--- src/rtl/lfsr_range_gen.sv ---
// lfsr_range_gen
//   Free-running Fibonacci LFSR plus a small sampler that turns LFSR states
//   into a uniformly drawn grid position (x < XMAX, y < YMAX). The sampler can
//   optionally skip one excluded cell. A request gives up after MAX_TRIES
//   rejected candidates and then delivers a clamped position with fallback=1.
//
// Ports
//   clk             rising-edge clock
//   rst             asynchronous active-high reset
//   load, seed      load seed into the LFSR (zero seed -> SEED_DEFAULT)
//   req             request one position (ignored while busy)
//   excl_en         enable exclusion of cell (excl_x, excl_y), sampled live
//   rnd             current LFSR state
//   busy            sampling in progress
//   valid           one-cycle pulse when x/y/fallback are updated
//   x, y            last delivered position (held between deliveries)
//   fallback        last delivery was produced after MAX_TRIES rejects
module lfsr_range_gen #(
  parameter int               WIDTH        = 16,
  parameter logic [WIDTH-1:0] TAPS         = 16'hD008,
  parameter logic [WIDTH-1:0] SEED_DEFAULT = 16'hACE1,
  parameter int               XW           = 6,
  parameter int               YW           = 5,
  parameter int               XMAX         = 40,
  parameter int               YMAX         = 30,
  parameter int               MAX_TRIES    = 64
) (
  input  logic             clk,
  input  logic             rst,
  input  logic             load,
  input  logic [WIDTH-1:0] seed,
  input  logic             req,
  input  logic             excl_en,
  input  logic [XW-1:0]    excl_x,
  input  logic [YW-1:0]    excl_y,
  output logic [WIDTH-1:0] rnd,
  output logic             busy,
  output logic             valid,
  output logic [XW-1:0]    x,
  output logic [YW-1:0]    y,
  output logic             fallback
);

  // Bounds widened by one bit so XMAX == 2^XW still fits.
  localparam logic [XW:0]   XLIM = (XW+1)'(XMAX);
  localparam logic [YW:0]   YLIM = (YW+1)'(YMAX);
  localparam logic [XW-1:0] XTOP = XW'(XMAX - 1);
  localparam logic [YW-1:0] YTOP = YW'(YMAX - 1);
  localparam int            TW   = $clog2(MAX_TRIES + 1);
  localparam logic [TW-1:0] LAST = TW'(MAX_TRIES - 1);

  typedef enum logic {IDLE, SAMPLE} state_e;

  state_e           st_q, st_d;
  logic [WIDTH-1:0] lfsr_q, lfsr_d;
  logic [TW-1:0]    tries_q, tries_d;
  logic [XW-1:0]    x_q, x_d;
  logic [YW-1:0]    y_q, y_d;
  logic             fb_q, fb_d;
  logic             valid_q, valid_d;

  // ---------------------------------------------------------------------------
  // LFSR
  // ---------------------------------------------------------------------------
  always_comb begin
    lfsr_d = {lfsr_q[WIDTH-2:0], ^(lfsr_q & TAPS)};
    if (load)
      lfsr_d = (seed == '0) ? SEED_DEFAULT : seed;
    else if (lfsr_q == '0)
      lfsr_d = SEED_DEFAULT;  // escape the all-zero lock-up state
  end

  // ---------------------------------------------------------------------------
  // Candidate evaluation (uses the registered state, so a load in this cycle
  // does not affect the candidate being judged)
  // ---------------------------------------------------------------------------
  logic [XW-1:0] cx;
  logic [YW-1:0] cy;
  logic          x_in, y_in, excluded, cand_ok, last_try;

  assign cx       = lfsr_q[XW-1:0];
  assign cy       = lfsr_q[XW+YW-1:XW];
  assign x_in     = {1'b0, cx} < XLIM;
  assign y_in     = {1'b0, cy} < YLIM;
  assign excluded = excl_en && (cx == excl_x) && (cy == excl_y);
  assign cand_ok  = x_in && y_in && !excluded;
  assign last_try = (tries_q == LAST);

  // ---------------------------------------------------------------------------
  // Sampler FSM
  // ---------------------------------------------------------------------------
  always_comb begin
    st_d    = st_q;
    tries_d = tries_q;
    x_d     = x_q;
    y_d     = y_q;
    fb_d    = fb_q;
    valid_d = 1'b0;
    case (st_q)
      IDLE: begin
        if (req) begin
          st_d    = SAMPLE;
          tries_d = '0;
        end
      end
      SAMPLE: begin
        if (cand_ok) begin
          x_d     = cx;
          y_d     = cy;
          fb_d    = 1'b0;
          valid_d = 1'b1;
          st_d    = IDLE;
        end else if (last_try) begin
          // Out of tries: clamp into the grid; the exclusion is not honoured.
          x_d     = x_in ? cx : XTOP;
          y_d     = y_in ? cy : YTOP;
          fb_d    = 1'b1;
          valid_d = 1'b1;
          st_d    = IDLE;
        end else begin
          tries_d = tries_q + 1'b1;
        end
      end
      default: st_d = IDLE;
    endcase
  end

  always_ff @(posedge clk or posedge rst) begin
    if (rst) begin
      lfsr_q  <= SEED_DEFAULT;
      st_q    <= IDLE;
      tries_q <= '0;
      x_q     <= '0;
      y_q     <= '0;
      fb_q    <= 1'b0;
      valid_q <= 1'b0;
    end else begin
      lfsr_q  <= lfsr_d;
      st_q    <= st_d;
      tries_q <= tries_d;
      x_q     <= x_d;
      y_q     <= y_d;
      fb_q    <= fb_d;
      valid_q <= valid_d;
    end
  end

  assign rnd      = lfsr_q;
  assign busy     = (st_q == SAMPLE);
  assign valid    = valid_q;
  assign x        = x_q;
  assign y        = y_q;
  assign fallback = fb_q;

endmodule

--- config.mk ---
export PLATFORM = sky130hd
export DESIGN_NAME = lfsr_range_gen
export DESIGN_NICKNAME = d
export VERILOG_FILES = /design/src/rtl/lfsr_range_gen.sv
export SDC_FILE = /design/constraint.sdc
export NUM_CORES = 1
export LEC_CHECK = 0
export ABC_AREA = 1
export CAP_MARGIN = 0
export CORE_ASPECT_RATIO = 0.5
export CORE_MARGIN = 2
export CORE_UTILIZATION = 52
export CTS_BUF_LIST = sky130_fd_sc_hd__clkbuf_2
export DETAILED_ROUTE_END_ITERATION = 10
export PLACE_DENSITY = 0.88
export REMOVE_ABC_BUFFERS = 1
export SYNTH_ARGS = -nofsm -noshare
export SYNTH_HDL_FRONTEND = slang
export SYNTH_SLANG_ARGS = --single-unit
export TNS_END_PERCENT = 30
--- constraint.sdc ---
create_clock -name clk -period 3.5 [get_ports clk]
set_clock_uncertainty 0.1 [all_clocks]
set_input_delay 0.525 -clock clk [delete_from_list [all_inputs] [get_ports clk]]
set_output_delay 0.525 -clock clk [all_outputs]
set_load 0.02 [all_outputs]
==> After elaboration in Yosys (flattened, before gate mapping) <==
Cells that the tools add are included.
Widths: inputs -> output; s select.
{ "op_classes": {"n_addsub": 1, "n_mul": 0, "div": 0, "magnitude_cmp": 2, "n_eq_ne": 6, "shifts": 0, "mux": 22, "bitwise_logic": 1, "reduce_logical": 11} }
{ "ops": {"columns": ["op", "n"], "rows": [
  ["$mux 16", 3],
  ["$logic_not 16->1", 2],
  ["$mux 7", 3],
  ["$mux 6", 3],
  ["$reduce_xor 16->1", 1],
  ["$mux 5", 3],
  ["$pmux 7 s2", 1],
  ["$mux 1", 8],
  ["$add 7x1->7 const B", 1],
  ["$eq 7x6->1 const B", 1],
  ["$eq 6x6->1", 1],
  ["$lt 6x6->1 const B", 1],
  ["$ne 2x2->1 const B", 3],
  ["$eq 5x5->1", 1],
  ["$lt 5x5->1 const B", 1],
  ["$logic_and 1x1->1", 4],
  ["$reduce_and 3->1", 1],
  ["$pmux 1 s2", 1],
  ["$reduce_and 2->1", 1],
  ["$reduce_bool 2->1", 1],
  ["$logic_not 1->1", 1],
  ["$not 1->1", 1]
]} }
{ "totals": {"ff_bits": 37, "latchBits": 0, "ramBits": 0, "mem_bits_ro": 0, "in_bits": 32, "output_inout_bits": 30, "elab_cells": 50, "mem_count": 0} }

==> Depth between registers and ports, before layout <==
{ "logic_depth": {"ltp_word": 7, "ltp_mapped": 13, "ltp_nobuf": 13} }

==> Least setup slack after synthesis <==
OpenSTA, ideal clock, no wires.
{ "synth_timing": {"path_kind": "register to register", "start": "register lfsr_q[5], in the netlist rnd[5]", "end": "register y_q[3], in the netlist y[3]", "setup_ps": 74, "t_arrival_ps": 1541, "t_required_ps": 3326, "path_slack_ps": 1785, "stages_incl_launch_ff": 10, "path_buffers": 1, "synth_period_minus_slack_ps": 1715, "path_cell_list": "dfstp_2 > inv_1 > a21oi_1 > nor2_1 > nand2_2 > nand2_4 > nand2_4 > buf_6 > nand2_1 > o21ai_2"} }
{ "synth_via": {"elab_chain_cells": 7, "word_cells_on_any_way": 10, "classes_between": "order compare: 1; eq/ne: 1; mux: 1; reduce/logical: 7"} }
{ "synth_rtl": {"columns": ["item", "line_no", "source"], "rows": [
  ["start: declaration", "55", "logic [WIDTH-1:0] lfsr_q, lfsr_d;"],
  ["start signal: assignment", "138", "lfsr_q <= lfsr_d;"],
  ["parallel branches: the longest is 4 deep, another holds $lt 6x6->1", null, null],
  ["$logic_and 1x1->1 (*)", "86", "assign cand_ok = x_in && y_in && !excluded;"],
  ["$reduce_bool 2->1 (no source line)", null, null],
  ["$reduce_and 2->1 (no source line)", null, null],
  ["end signal: assignment", "142", "y_q <= y_d;"],
  ["end: declaration", "58", "logic [YW-1:0] y_q, y_d;"]
]} }
Every way passes the cells marked *.
A chain may end at the register's enable or synchronous reset.

==> Worst setup path after layout <==
{ "layout_timing": {"start": "register lfsr_q[6], in the netlist rnd[6]", "end": "output port rnd[6]"} }
{ "layout_rtl": {"columns": ["item", "line_no", "source"], "rows": [
  ["end: declaration", "36", "output logic [WIDTH-1:0] rnd,"]
]} }
No word-level cell between the ends.

==> report_table.html <==
<table>
<tr><th>Metric</th><th>Value</th></tr>
<tr><th colspan="2">Power</th></tr>
<tr><td>Maximum ir drop on the vdd rail</td><td>0.2271 mV</td></tr>
<tr><td>Clock share of power</td><td>between 10% and 20%</td></tr>
<tr><td>Cell internal power dissipation</td><td>between 0.0008 and 0.0009 W</td></tr>
<tr><td>Switching portion of total power</td><td>36.05%</td></tr>
<tr><td>Pwr dens</td><td>just over 500 nW/µm²</td></tr>
<tr><td>Leakage</td><td>around 1.4 nW</td></tr>
<tr><td>Net switching power</td><td>approximately 0.00050 W</td></tr>
<tr><td>Relative contribution of sequential cells to total power</td><td>42.6%</td></tr>
<tr><td>Share of total power in combinational logic</td><td>between 30% and 40%</td></tr>
<tr><th colspan="2">Setup path</th></tr>
<tr><td>Crit Path Category</td><td>flop to output port</td></tr>
<tr><td>Worst Reg2Reg Path Length in Cells</td><td>9</td></tr>
<tr><td>Terminus of the critical flop-to-flop path</td><td>fallback$_DFFE_PP0P_</td></tr>
<tr><td>Worst-case register-to-register setup slack</td><td>between 1 and 1.5 ns</td></tr>
<tr><td>Family with the most delay on the worst path</td><td>flip-flops</td></tr>
<tr><td>Endpoint kind of the worst setup timing path</td><td>output port</td></tr>
<tr><td>Critical-path cell list</td><td>clkdlybuf4s50_1</td></tr>
<tr><td>CP Data Arrival Time</td><td>1.63 ns</td></tr>
<tr><td>Required time of the critical path</td><td>about 2.9 ns</td></tr>
<tr><td>Critical path depth</td><td>1</td></tr>
<tr><td>Critical-path top delay cell</td><td>sky130_fd_sc_hd__dfstp_2</td></tr>
<tr><td>Buf/Inv on CP</td><td>1</td></tr>
<tr><td>Endpoint of the worst setup timing path</td><td>rnd[6]</td></tr>
<tr><td>Delay of the slowest cell on the worst path</td><td>about 0.63 ns</td></tr>
<tr><td>Maximum fanout along the worst path</td><td>5</td></tr>
<tr><td>Launching point of the worst reg2reg path</td><td>rnd[5]$_DFF_PP1_</td></tr>
<tr><td>Startpoint class of the critical path</td><td>flop</td></tr>
<tr><td>Worst setup path startpoint</td><td>rnd[6]$_DFF_PP1_</td></tr>
<tr><th colspan="2">Routing</th></tr>
<tr><td>Number of detailed-routing iterations run before antenna repair</td><td>4</td></tr>
<tr><td>Drt wl/cell</td><td>roughly 13 µm</td></tr>
<tr><td>Detailed-route wire length</td><td>4851 µm</td></tr>
<tr><td>First DRT Iteration DRCs</td><td>78</td></tr>
<tr><td>Vias post-DR</td><td>around 1,900</td></tr>
<tr><td>DRC violation count after routing</td><td>0</td></tr>
<tr><td>Via-per-instance ratio</td><td>5.105</td></tr>
<tr><td>Count of nets left with antenna violations after detail routing</td><td>0</td></tr>
<tr><th colspan="2">Synthesis</th></tr>
<tr><td>Number of unique standard cell types used by synthesis</td><td>28</td></tr>
<tr><td>Warnings, synthesis</td><td>0</td></tr>
<tr><td>Top cell types by occurrence after synthesis</td><td>sky130_fd_sc_hd__nand2_1 (80), sky130_fd_sc_hd__inv_1 (42), sky130_fd_sc_hd__dfrtp_1 (29)</td></tr>
<tr><td>Xor and xnor area share after synthesis</td><td>3.045%</td></tr>
<tr><td>Most used DFF post-synth</td><td>sky130_fd_sc_hd__dfrtp_1</td></tr>
<tr><td>Adder-cell share of the synthesized area</td><td>around 1.2%</td></tr>
<tr><td>Post-synthesis instance area</td><td>about 2000 µm²</td></tr>
<tr><td>Cell types with the largest area share after synthesis</td><td>sky130_fd_sc_hd__dfrtp_1 (36%), sky130_fd_sc_hd__nand2_1 (15%), sky130_fd_sc_hd__dfstp_2 (10%)</td></tr>
<tr><td>Main combinational cell family by area after synthesis</td><td>simple AND/OR/NAND/NOR gates</td></tr>
<tr><td>Cell accounting for the most synthesized area</td><td>sky130_fd_sc_hd__dfrtp_1</td></tr>
<tr><td>Post-synthesis sequential element count</td><td>37</td></tr>
<tr><td>Post-synthesis compound-gate area fraction</td><td>10.25%</td></tr>
<tr><td>Proportion of netlist area held by the largest area contributor</td><td>between 30% and 40%</td></tr>
<tr><td>Post-synthesis sequential area ratio</td><td>a little under half</td></tr>
<tr><td>Average size of a mapped cell</td><td>7.864 µm²</td></tr>
<tr><td>Simple-gate portion of the synthesized area</td><td>29.09%</td></tr>
<tr><td>Post-synthesis cell count</td><td>256</td></tr>
<tr><td>Cell with the most instances after synthesis</td><td>sky130_fd_sc_hd__nand2_1</td></tr>
<tr><td>Share of flip-flops with an asynchronous set or reset after synthesis</td><td>100.0%</td></tr>
<tr><td>EDFF count, synth</td><td>0</td></tr>
<tr><td>Mux share of post-synthesis cell area</td><td>0%</td></tr>
<tr><th colspan="2">Clocking</th></tr>
<tr><td>TritonCTS sink count</td><td>37</td></tr>
<tr><td>Clock tree root driver cell</td><td>sky130_fd_sc_hd__clkbuf_2</td></tr>
<tr><td>Hold-fix buffers at CTS</td><td>0</td></tr>
<tr><td>Insertion delay of the later-clocked pin in the worst-skew pair</td><td>about 0.37 ns</td></tr>
<tr><td>TritonCTS clock tree</td><td>built</td></tr>
<tr><td>Maximum clock insertion buffer count</td><td>2</td></tr>
<tr><td>Cts bufs inserted</td><td>5</td></tr>
<tr><td>Post-cts repair resize count</td><td>0</td></tr>
<tr><td>Clock-pin slew on the worst setup and hold paths</td><td>~0.18 ns</td></tr>
<tr><td>Number of H-tree branching levels</td><td>2</td></tr>
<tr><td>Count of buffers added by post-CTS timing repair for setup</td><td>0</td></tr>
<tr><th colspan="2">Layout</th></tr>
<tr><td>Fraction of layout instances using a drive strength above 1</td><td>between 10% and 20%</td></tr>
<tr><td>Filler Cells Inserted</td><td>around 260</td></tr>
<tr><td>Layout Nets</td><td>around 350</td></tr>
<tr><td>Ant diodes</td><td>0</td></tr>
<tr><td>Synthesis-to-finish area growth</td><td>35.36%</td></tr>
<tr><th colspan="2">GRT</th></tr>
<tr><td>Wire length of the first global-routing pass</td><td>around 7900 µm</td></tr>
<tr><td>Number of antenna violations at the first check in global routing</td><td>0</td></tr>
<tr><td>Overall global routing resource usage</td><td>between 20% and 30%</td></tr>
<tr><td>Global-route congestion overflow total</td><td>0</td></tr>
<tr><td>Largest net degree at the start of global routing</td><td>27</td></tr>
<tr><td>Via count of the first global-routing pass</td><td>1,795</td></tr>
<tr><th colspan="2">STA</th></tr>
<tr><td>Total Negative Setup Slacks</td><td>0 ns</td></tr>
<tr><td>Pins over their slew limit</td><td>0</td></tr>
<tr><td>Slew at the pin with the worst max-slew slack</td><td>0.8720 ns</td></tr>
<tr><td>Tightest slew margin relative to the limit</td><td>between 40% and 50%</td></tr>
<tr><td>Ratio of final minimum period to clock period</td><td>64.37%</td></tr>
<tr><td>F_max</td><td>around 440 MHz</td></tr>
<tr><td>Final hold viol count</td><td>0</td></tr>
<tr><td>Minimum period implied by the final worst setup slack</td><td>2.253 ns</td></tr>
<tr><td>Setup Viol. Count Final</td><td>0</td></tr>
<tr><td>Post-Route Hold Slack</td><td>0.4110 ns</td></tr>
<tr><td>RSZ-0062 raised after global routing</td><td>false</td></tr>
<tr><th colspan="2">Outcome</th></tr>
<tr><td>Result of the run</td><td>finished clean</td></tr>
<tr><th colspan="2">Die</th></tr>
<tr><td>Top-level port count</td><td>62</td></tr>
<tr><td>Die ar.</td><td>~4400 µm²</td></tr>
<tr><td>Effective utilization at floorplan</td><td>a little under three fifths</td></tr>
<tr><td>Die width</td><td>about 92 µm</td></tr>
<tr><td>Die Y-Extent</td><td>roughly 48 µm</td></tr>
<tr><td>Floorplan Core Area</td><td>~3600 µm²</td></tr>
<tr><td>Count of standard-cell rows</td><td>15</td></tr>
<tr><th colspan="2">Min path</th></tr>
<tr><td>Path type of the worst min-delay path</td><td>flop to flop</td></tr>
<tr><th colspan="2">Placement</th></tr>
<tr><td>Sum of net half-perimeters after detailed placement</td><td>3727 µm</td></tr>
<tr><td>Final Wtd Congestion</td><td>roughly 0.9</td></tr>
<tr><td>Number of I/O port buffers</td><td>a little over 60</td></tr>
<tr><th colspan="2">Job</th></tr>
<tr><td>Number of max-cap violations</td><td>0</td></tr>
</table>
-- state kept, by name, summed over array words and instances (netlist names) --
register,cells
x,6
busy,1
y,5
tries_q,7
fallback,1
rnd,16
valid,1
-- worst min-delay path by stage --
| stage | startpoint | end | slack (ns) | cells past startpoint |
|---|---|---|---|---|
| 2_1_floorplan | tries_q[4]$_DFFE_PP0P_ | tries_q[4]$_DFFE_PP0P_ | 0.39 | 2 |
| 3_3_place_gp | x[0]$_DFFE_PP0P_ | x[0]$_DFFE_PP0P_ | 0.37 | 2 |
| 3_5_place_dp | x[1]$_DFFE_PP0P_ | x[1]$_DFFE_PP0P_ | 0.37 | 2 |
| 4_1_cts | x[0]$_DFFE_PP0P_ | x[0]$_DFFE_PP0P_ | 0.41 | 2 |
| 5_1_grt | y[3]$_DFFE_PP0P_ | y[3]$_DFFE_PP0P_ | 0.44 | 2 |
| 6_report | x[1]$_DFFE_PP0P_ | x[1]$_DFFE_PP0P_ | 0.41 | 2 |
-- cells in the final DEF (no fill, tap or decap), drive strengths merged, types with 3 or more instances in the layout --
master	count
clkbuf	6
clkdlybuf4s50	61
dfrtp	29
dfstp	8
inv	43
nand2	85
nand3	12
nand4	5
nor2	20
nor4	4
o21ai	19
o31ai	7
xnor2	4
xor2	3
-- stage by stage --
| step | total power, W | util, % | setup slack [ns] | area [µm²] | std cells |
|---|---|---|---|---|---|
| global route | 0.001479 | 76.42 | 1.209 | 2725 | 372 |
| finish | 0.001400 | 76.42 | 1.247 | 2725 | 372 |
| detailed placement | 0.001145 | 74.63 | 1.169 | 2661 | 364 |
| floorplan | 0.0008847 | - | 1.684 | 1979 | 251 |
| global placement | 0.001128 | 74.63 | 1.187 | 2661 | 364 |
| CTS | 0.001403 | 76.42 | 1.237 | 2725 | 372 |
-- power by group through the flow --
stage | clock network [W] | logic, W | registers [W]
global placement | 0 | 0.000529 | 0.000599
global route | 0.000282 | 0.000587 | 0.000610
CTS | 0.000263 | 0.000544 | 0.000596
floorplan | 0 | 0.000194 | 0.000691
finish | 0.000264 | 0.000541 | 0.000596
detailed placement | 0 | 0.000541 | 0.000604
-- layer usage --
metal / share of wire [%] / track usage, % / up-vias
met2: 50 / 45.29 / 59
met3: 5.6 / 5.984 / 14
li1: - / - / 926
met5: 0 / 0 / -
met1: 42 / 26.98 / 900
met4: 2.1 / 10.75 / 0
-- worst register-to-register path, delay by kind of cell (launching register included) --
| family | cells | cell delay (ns) |
|---|---|---|
| AND/OR/NAND/NOR | 6 | 0.68 |
| flip-flops | 1 | 0.62 |
| AO/OA/AOI/OAI | 1 | 0.32 |
| buffers and inverters | 2 | 0.23 |
-- final cells by class --
cell class | instances | area, µm² | share of cell area [%]
sequential | 37 | 935.9 | 34.34
multi-input combinational | 170 | 878.3 | 32.23
timing repair buffer | 62 | 618.1 | 22.68
inverter | 44 | 165.2 | 6.061
tap | 51 | 63.81 | 2.342
clock inverter | 2 | 33.78 | 1.240
clock buffer | 6 | 30.03 | 1.102
-- cells by family after synthesis --
| group | count (synthesis) |
|---|---|
| buffers and inverters | 49 |
| flip-flops | 37 |
| adder cells (fa/ha/maj) | 2 |
| AO/OA/AOI/OAI | 29 |
| AND/OR/NAND/NOR | 132 |
| XOR/XNOR | 7 |
Note: power is estimated with default switching activity, not from simulation.
